### config.mk
export PLATFORM = sky130hd
export DESIGN_NAME = rf_wport_arbiter
export DESIGN_NICKNAME = d
export VERILOG_FILES = /design/src/rtl/rf_wport_arbiter_pkg.sv /design/src/rtl/rf_wb_fifo.sv /design/src/rtl/rf_wport_arbiter.sv
export SDC_FILE = /design/constraint.sdc
export NUM_CORES = 1
export LEC_CHECK = 0
export ABC_AREA = 1
export CAP_MARGIN = 30
export CORE_UTILIZATION = 25
export DETAILED_ROUTE_END_ITERATION = 10
export PLACE_DENSITY = 0.54
export SYNTH_ARGS = -nofsm -noshare
export SYNTH_HDL_FRONTEND = slang
export SYNTH_SLANG_ARGS = --single-unit
### constraint.sdc
create_clock -name clock -period 4 [get_ports clock]
set_clock_uncertainty 0.2 [all_clocks]
set_input_delay 0.8 -clock clock [delete_from_list [all_inputs] [get_ports clock]]
set_output_delay 0.8 -clock clock [all_outputs]
set_load 0.01 [all_outputs]
### src/rtl/rf_wport_arbiter_pkg.sv
// Shared codes for the regfile write-port path: widths, write-enable codes,
// and the queued LL result entry.
package rf_wport_arbiter_pkg;
  localparam int XLEN      = 32;
  localparam int RF_ADDR_W = 5;

  localparam logic REG_WRITE    = 1'b1;
  localparam logic REG_NO_WRITE = 1'b0;

  typedef struct packed {
    logic [RF_ADDR_W-1:0] rd;
    logic [XLEN-1:0]      data;
  } wb_entry_t;
endpackage

### src/rtl/rf_wb_fifo.sv
// Small FIFO of LL writeback entries. The next-cycle empty/full flags are exported
// so the owner can register its handshake and stall outputs directly from them.
module rf_wb_fifo
  import rf_wport_arbiter_pkg::*;
#(
  parameter int DEPTH = 2
) (
  input  logic      clock,
  input  logic      reset,
  input  logic      push,
  input  wb_entry_t push_entry,
  input  logic      pop,
  output wb_entry_t head,
  output logic      empty,
  output logic      empty_next,
  output logic      full_next
);
  localparam int PTR_W = $clog2(DEPTH);
  localparam int CNT_W = $clog2(DEPTH + 1);

  wb_entry_t          mem [DEPTH];
  logic [PTR_W-1:0]   wr_ptr, rd_ptr;
  logic [CNT_W-1:0]   count, count_next;

  always_comb begin
    count_next = count + CNT_W'(push) - CNT_W'(pop);
  end

  assign empty      = (count == '0);
  assign empty_next = (count_next == '0);
  assign full_next  = (count_next == CNT_W'(DEPTH));
  assign head       = mem[rd_ptr];

  // DEPTH is a power of 2, so pointer overflow is the wrap.
  always_ff @(posedge clock or posedge reset) begin
    if (reset) begin
      wr_ptr <= '0;
      rd_ptr <= '0;
      count  <= '0;
    end else begin
      if (push) wr_ptr <= wr_ptr + 1'b1;
      if (pop)  rd_ptr <= rd_ptr + 1'b1;
      count <= count_next;
    end
  end

  always_ff @(posedge clock) begin
    if (push) mem[wr_ptr] <= push_entry;
  end
endmodule

### src/rtl/rf_wport_arbiter.sv
// Arbitrates the single regfile write port between the writeback stage (priority)
// and queued long-latency results, with an age-driven stall to prevent LL starvation.
module rf_wport_arbiter
  import rf_wport_arbiter_pkg::*;
#(
  parameter int DEPTH        = 2,
  parameter int STARVE_LIMIT = 4
) (
  input  logic                 clock,
  input  logic                 reset,
  input  logic                 pipe_we,
  input  logic [RF_ADDR_W-1:0] pipe_rd,
  input  logic [XLEN-1:0]      pipe_data,
  input  logic                 ll_valid,
  output logic                 ll_ready,
  input  logic [RF_ADDR_W-1:0] ll_rd,
  input  logic [XLEN-1:0]      ll_data,
  output logic                 pipe_stall,
  output logic                 rf_we,
  output logic [RF_ADDR_W-1:0] rf_rd,
  output logic [XLEN-1:0]      rf_data,
  output logic                 proto_err
);
  localparam int AGE_W = $clog2(STARVE_LIMIT + 1);

  logic             pipe_ok, head_ok, grant_head, push;
  logic             empty, empty_next, full_next;
  wb_entry_t        head, push_entry;
  logic [AGE_W-1:0] age, next_age;

  assign pipe_ok    = (pipe_we == REG_WRITE) && (pipe_rd != '0);
  assign head_ok    = !empty;
  assign grant_head = !pipe_ok && head_ok;
  // x0 results complete the handshake but never occupy a slot.
  assign push       = ll_valid && ll_ready && (ll_rd != '0);
  assign push_entry = '{rd: ll_rd, data: ll_data};

  rf_wb_fifo #(.DEPTH(DEPTH)) u_fifo (
    .clock      (clock),
    .reset      (reset),
    .push       (push),
    .push_entry (push_entry),
    .pop        (grant_head),
    .head       (head),
    .empty      (empty),
    .empty_next (empty_next),
    .full_next  (full_next)
  );

  always_comb begin
    next_age = '0;
    if (!empty && !grant_head)
      next_age = (age >= AGE_W'(STARVE_LIMIT)) ? age : age + 1'b1;
  end

  always_ff @(posedge clock or posedge reset) begin
    if (reset) begin
      rf_we      <= 1'b0;
      rf_rd      <= '0;
      rf_data    <= '0;
      pipe_stall <= 1'b0;
      proto_err  <= 1'b0;
      ll_ready   <= 1'b0;
      age        <= '0;
    end else begin
      if (pipe_ok) begin
        rf_we   <= 1'b1;
        rf_rd   <= pipe_rd;
        rf_data <= pipe_data;
      end else if (head_ok) begin
        rf_we   <= 1'b1;
        rf_rd   <= head.rd;
        rf_data <= head.data;
      end else begin
        rf_we   <= 1'b0;
      end
      age        <= next_age;
      pipe_stall <= (next_age >= AGE_W'(STARVE_LIMIT)) && !empty_next;
      ll_ready   <= !full_next;
      if (pipe_we && pipe_stall) proto_err <= 1'b1;
    end
  end
endmodule
==> reports/summary.txt <==
# clock sinks -> 122
gpl congestion -> 0.713
post-CTS sizing -> 0
reg2reg end -> rf_data[9]
most frequent cell after synthesis -> nand2_1
Ys Warns -> 0
met2 usage -> 0.235
all-layer global routing usage -> 0.138
Worst setup SP type -> input port
register area share after synthesis -> 0.664
R2R setup slack -> 1.78 ns
Tmin final -> 2.54 ns
PwrDens -> 655 nW/µm²
Post-synth top cells -> 131 x nand2_1, 129 x nand3_1, 74 x edfxtp_1
Via-to-Cell Ratio -> 4.40
Yosys top cell area share -> 0.431
Syn Area/Cell -> 10.9 µm²
H-tree depth -> 4
Total Neg Setup Slack -> 0 ns
routed length per placed instance -> 15.6 µm
DR vias -> 3,815
Max Clock Freq -> 394 MHz
HPWL after DPL -> 8740 µm
number of synthesized flops with an enable pin -> 74
RSZ-0062 raised after global routing -> false
worst hold stages -> 1
io pins -> 119
P_sw -> 1.52 mW
Max clock buf depth -> 2
Seq pwr share -> 0.412
max cap viols -> 0
post-route clock period utilization -> 0.634
largest net degree at the start of global routing -> 77
Post-Route Utilization -> 0.351
#FFs+latches synth -> 122
Synth area leaders -> edfxtp_1 43%, dfrtp_1 23%, nand3_1 13%
1st-iter DRT viols -> 210
slew margin rel. -> 0.403
share of power burned in the clock network -> 0.296
Synth area leader -> edfxtp_1
Final setup viols -> 0
worst-path maximum fanout -> 37
Hold Path Sink -> proto_err
post-synthesis async set-or-reset flop share -> 0.393
nets@finish -> 666
Die H -> 146 µm
Slew Limit Fails -> 0
number of hold buffers added after CTS -> 0
first-pass GRT wire length -> 22,200 µm
DRC violations left -> 0
Pleak -> 2.87 nW
Top FF cell, synth -> edfxtp_1
synthesized area -> 5150 µm²
peak supply drop -> 0.279 mV
Cells after Synth -> 472
die footprint -> 21,200 µm²
Initial Util -> 0.255
remaining global-route overflow -> 0
Slew @ Worst Pin -> 0.895 ns
root buffer cell -> clkbuf_16
initial antenna violation count -> 0
Hold Path Class -> reg2reg
FF-to-FF Start -> u_fifo.rd_ptr
ANT nets after route -> 0
proportion of layout cells with a drive suffix above 1 -> 0.109
min-delay src -> proto_err
DR pass1 iterations -> 4
Mapped Nets -> 554
core area -> 20,200 µm²
Final Total Pwr -> 4.66 mW
Layout area overhead -> 37.9%
critical setup path kind -> in2reg
GR Layer Usage met1 -> 0.169
post-CTS setup buffers -> 0
met3 Use GR -> 0.0411
ANT cells -> 0
CTS tree -> yes
Switching Fraction -> 0.327
vias in the first global route -> 4,043
final wirelength -> 13,500 µm
Worst Reg2Reg Path Length in Cells -> 5
CP Capture Type -> flop
storage element area -> 3420 µm²
Int Pwr -> 3.14 mW
number of cell rows -> 52
later-pin clock latency in the skew report -> 0.41 ns
Yosys cell types -> 23
total CTS buffers -> 17
Reg clk slew, reported paths -> 0.05 ns
port buffer count -> 118
Final Hold Fails -> 0
die width -> 146 µm
Fillers -> 1,990
Worst Path Arrival -> 2.37 ns
Comb pwr share -> 0.292
Multi-input gate area -> 1500 µm²
Top Usage Layer GRT -> met2
data required time of the worst path -> 3.83 ns
outcome -> complete, no violations
==> metrics by stage <==
stage	setup WS, ns	hold WS (ns)	cells	area (µm²)
after CTS	1.43	0.256	867	7110
after floorplan	0.796	0.242	472	5150
after global routing	1.34	0.293	867	7110
after global placement	1.03	0.241	834	6560
after detailed placement	0.983	0.245	835	6580
final	1.46	0.256	867	7110
==> routing by layer <==
layer | up-vias | part of all wire
met4 | 0 | 0.011
met3 | 14 | 0.045
met5 | - | 0
met2 | 95 | 0.50
met1 | 1857 | 0.44
li1 | 1849 | -
==> logic make-up after synthesis <==
group                    after synthesis  synth area share
AO/OA/AOI/OAI                          3           0.00340
buffers and inverters                 50            0.0473
adder cells (fa/ha/maj)                4           0.00971
flip-flops                           122             0.664
AND/OR/NAND/NOR                      293             0.275
==> sequential cells by signal (all words and copies together), names as in the netlist <==
| register | flops |
|---|---|
| age | 3 |
| pipe_stall | 1 |
| rf_we | 1 |
| u_fifo.mem | 74 |
| u_fifo.rd_ptr | 1 |
| rf_rd | 5 |
| proto_err | 1 |
| rf_data | 32 |
| ll_ready | 1 |
| u_fifo.count | 2 |
| u_fifo.wr_ptr | 1 |
==> critical path, stage by stage <==
cell	delay [ns]
clkdlybuf4s50_1	0.52
nor2_1	0.07
nand2_1	0.13
nand4_1	0.14
inv_2	0.68
==> how the worst max path moves through the flow <==
stage	from	endpoint	depth (start not counted)	slack, ns
final	ll_rd[1]	u_fifo.mem[0][6]	5	1.46
after global routing	ll_rd[1]	u_fifo.mem[0][6]	5	1.34
after CTS	ll_rd[4]	u_fifo.mem[0][33]	5	1.43
after detailed placement	ll_rd[4]	u_fifo.mem[0][11]	5	0.98
after global placement	ll_rd[4]	u_fifo.mem[1][24]	6	1.03
after floorplan	ll_rd[3]	u_fifo.mem[1][0]	4	0.80
==> cells in the final DEF, fill, tap and decap left out <==
cell type | Yosys | routed
nand2_1 | 131 | 131
nand3_1 | 129 | 129
clkdlybuf4s50_1 | 0 | 117
edfxtp_1 | 74 | 74
dfrtp_1 | 48 | 47
nand3_2 | 19 | 19
clkbuf_16 | 0 | 17
inv_1 | 16 | 14
clkbuf_1 | 12 | 6
clkinv_2 | 0 | 5
buf_4 | 1 | 5
inv_2 | 2 | 4
ha_1 | 4 | 4
nor2_1 | 4 | 3
clkinvlp_4 | 0 | 3
nor2_2 | 3 | 2
nor2_4 | 0 | 2
a21oi_1 | 2 | 2
nand4_1 | 2 | 2
buf_12 | 0 | 2
nand3_4 | 1 | 1
nand2_4 | 1 | 1
or2_2 | 1 | 1
nor3_1 | 1 | 1
or2_1 | 1 | 1
a21o_1 | 1 | 1
bufinv_16 | 0 | 1
buf_2 | 15 | 1
dfrtp_2 | 0 | 1
==> area by class of cell <==
| class | instances | share of cell area |
|---|---|---|
| Timing Repair Buffer | 125 | 0.176 |
| Multi-Input combinational cell | 300 | 0.211 |
| Sequential cell | 122 | 0.482 |
| Inverter | 18 | 0.00950 |
| Tap cell | 270 | 0.0475 |
| Clock buffer | 23 | 0.0630 |
| Clock inverter | 9 | 0.0109 |
==> power groups by stage <==
| stage | Combinational [mW] | Clock, mW | Sequential (mW) |
|---|---|---|---|
| 2_1_floorplan | 0.756 | 0 | 1.92 |
| 3_3_place_gp | 1.36 | 0 | 1.94 |
| 3_5_place_dp | 1.39 | 0 | 1.95 |
| 4_1_cts | 1.40 | 1.42 | 1.92 |
| 5_1_grt | 1.53 | 1.48 | 1.97 |
| 6_report | 1.36 | 1.38 | 1.92 |
Power figures use the tool's default switching activity.
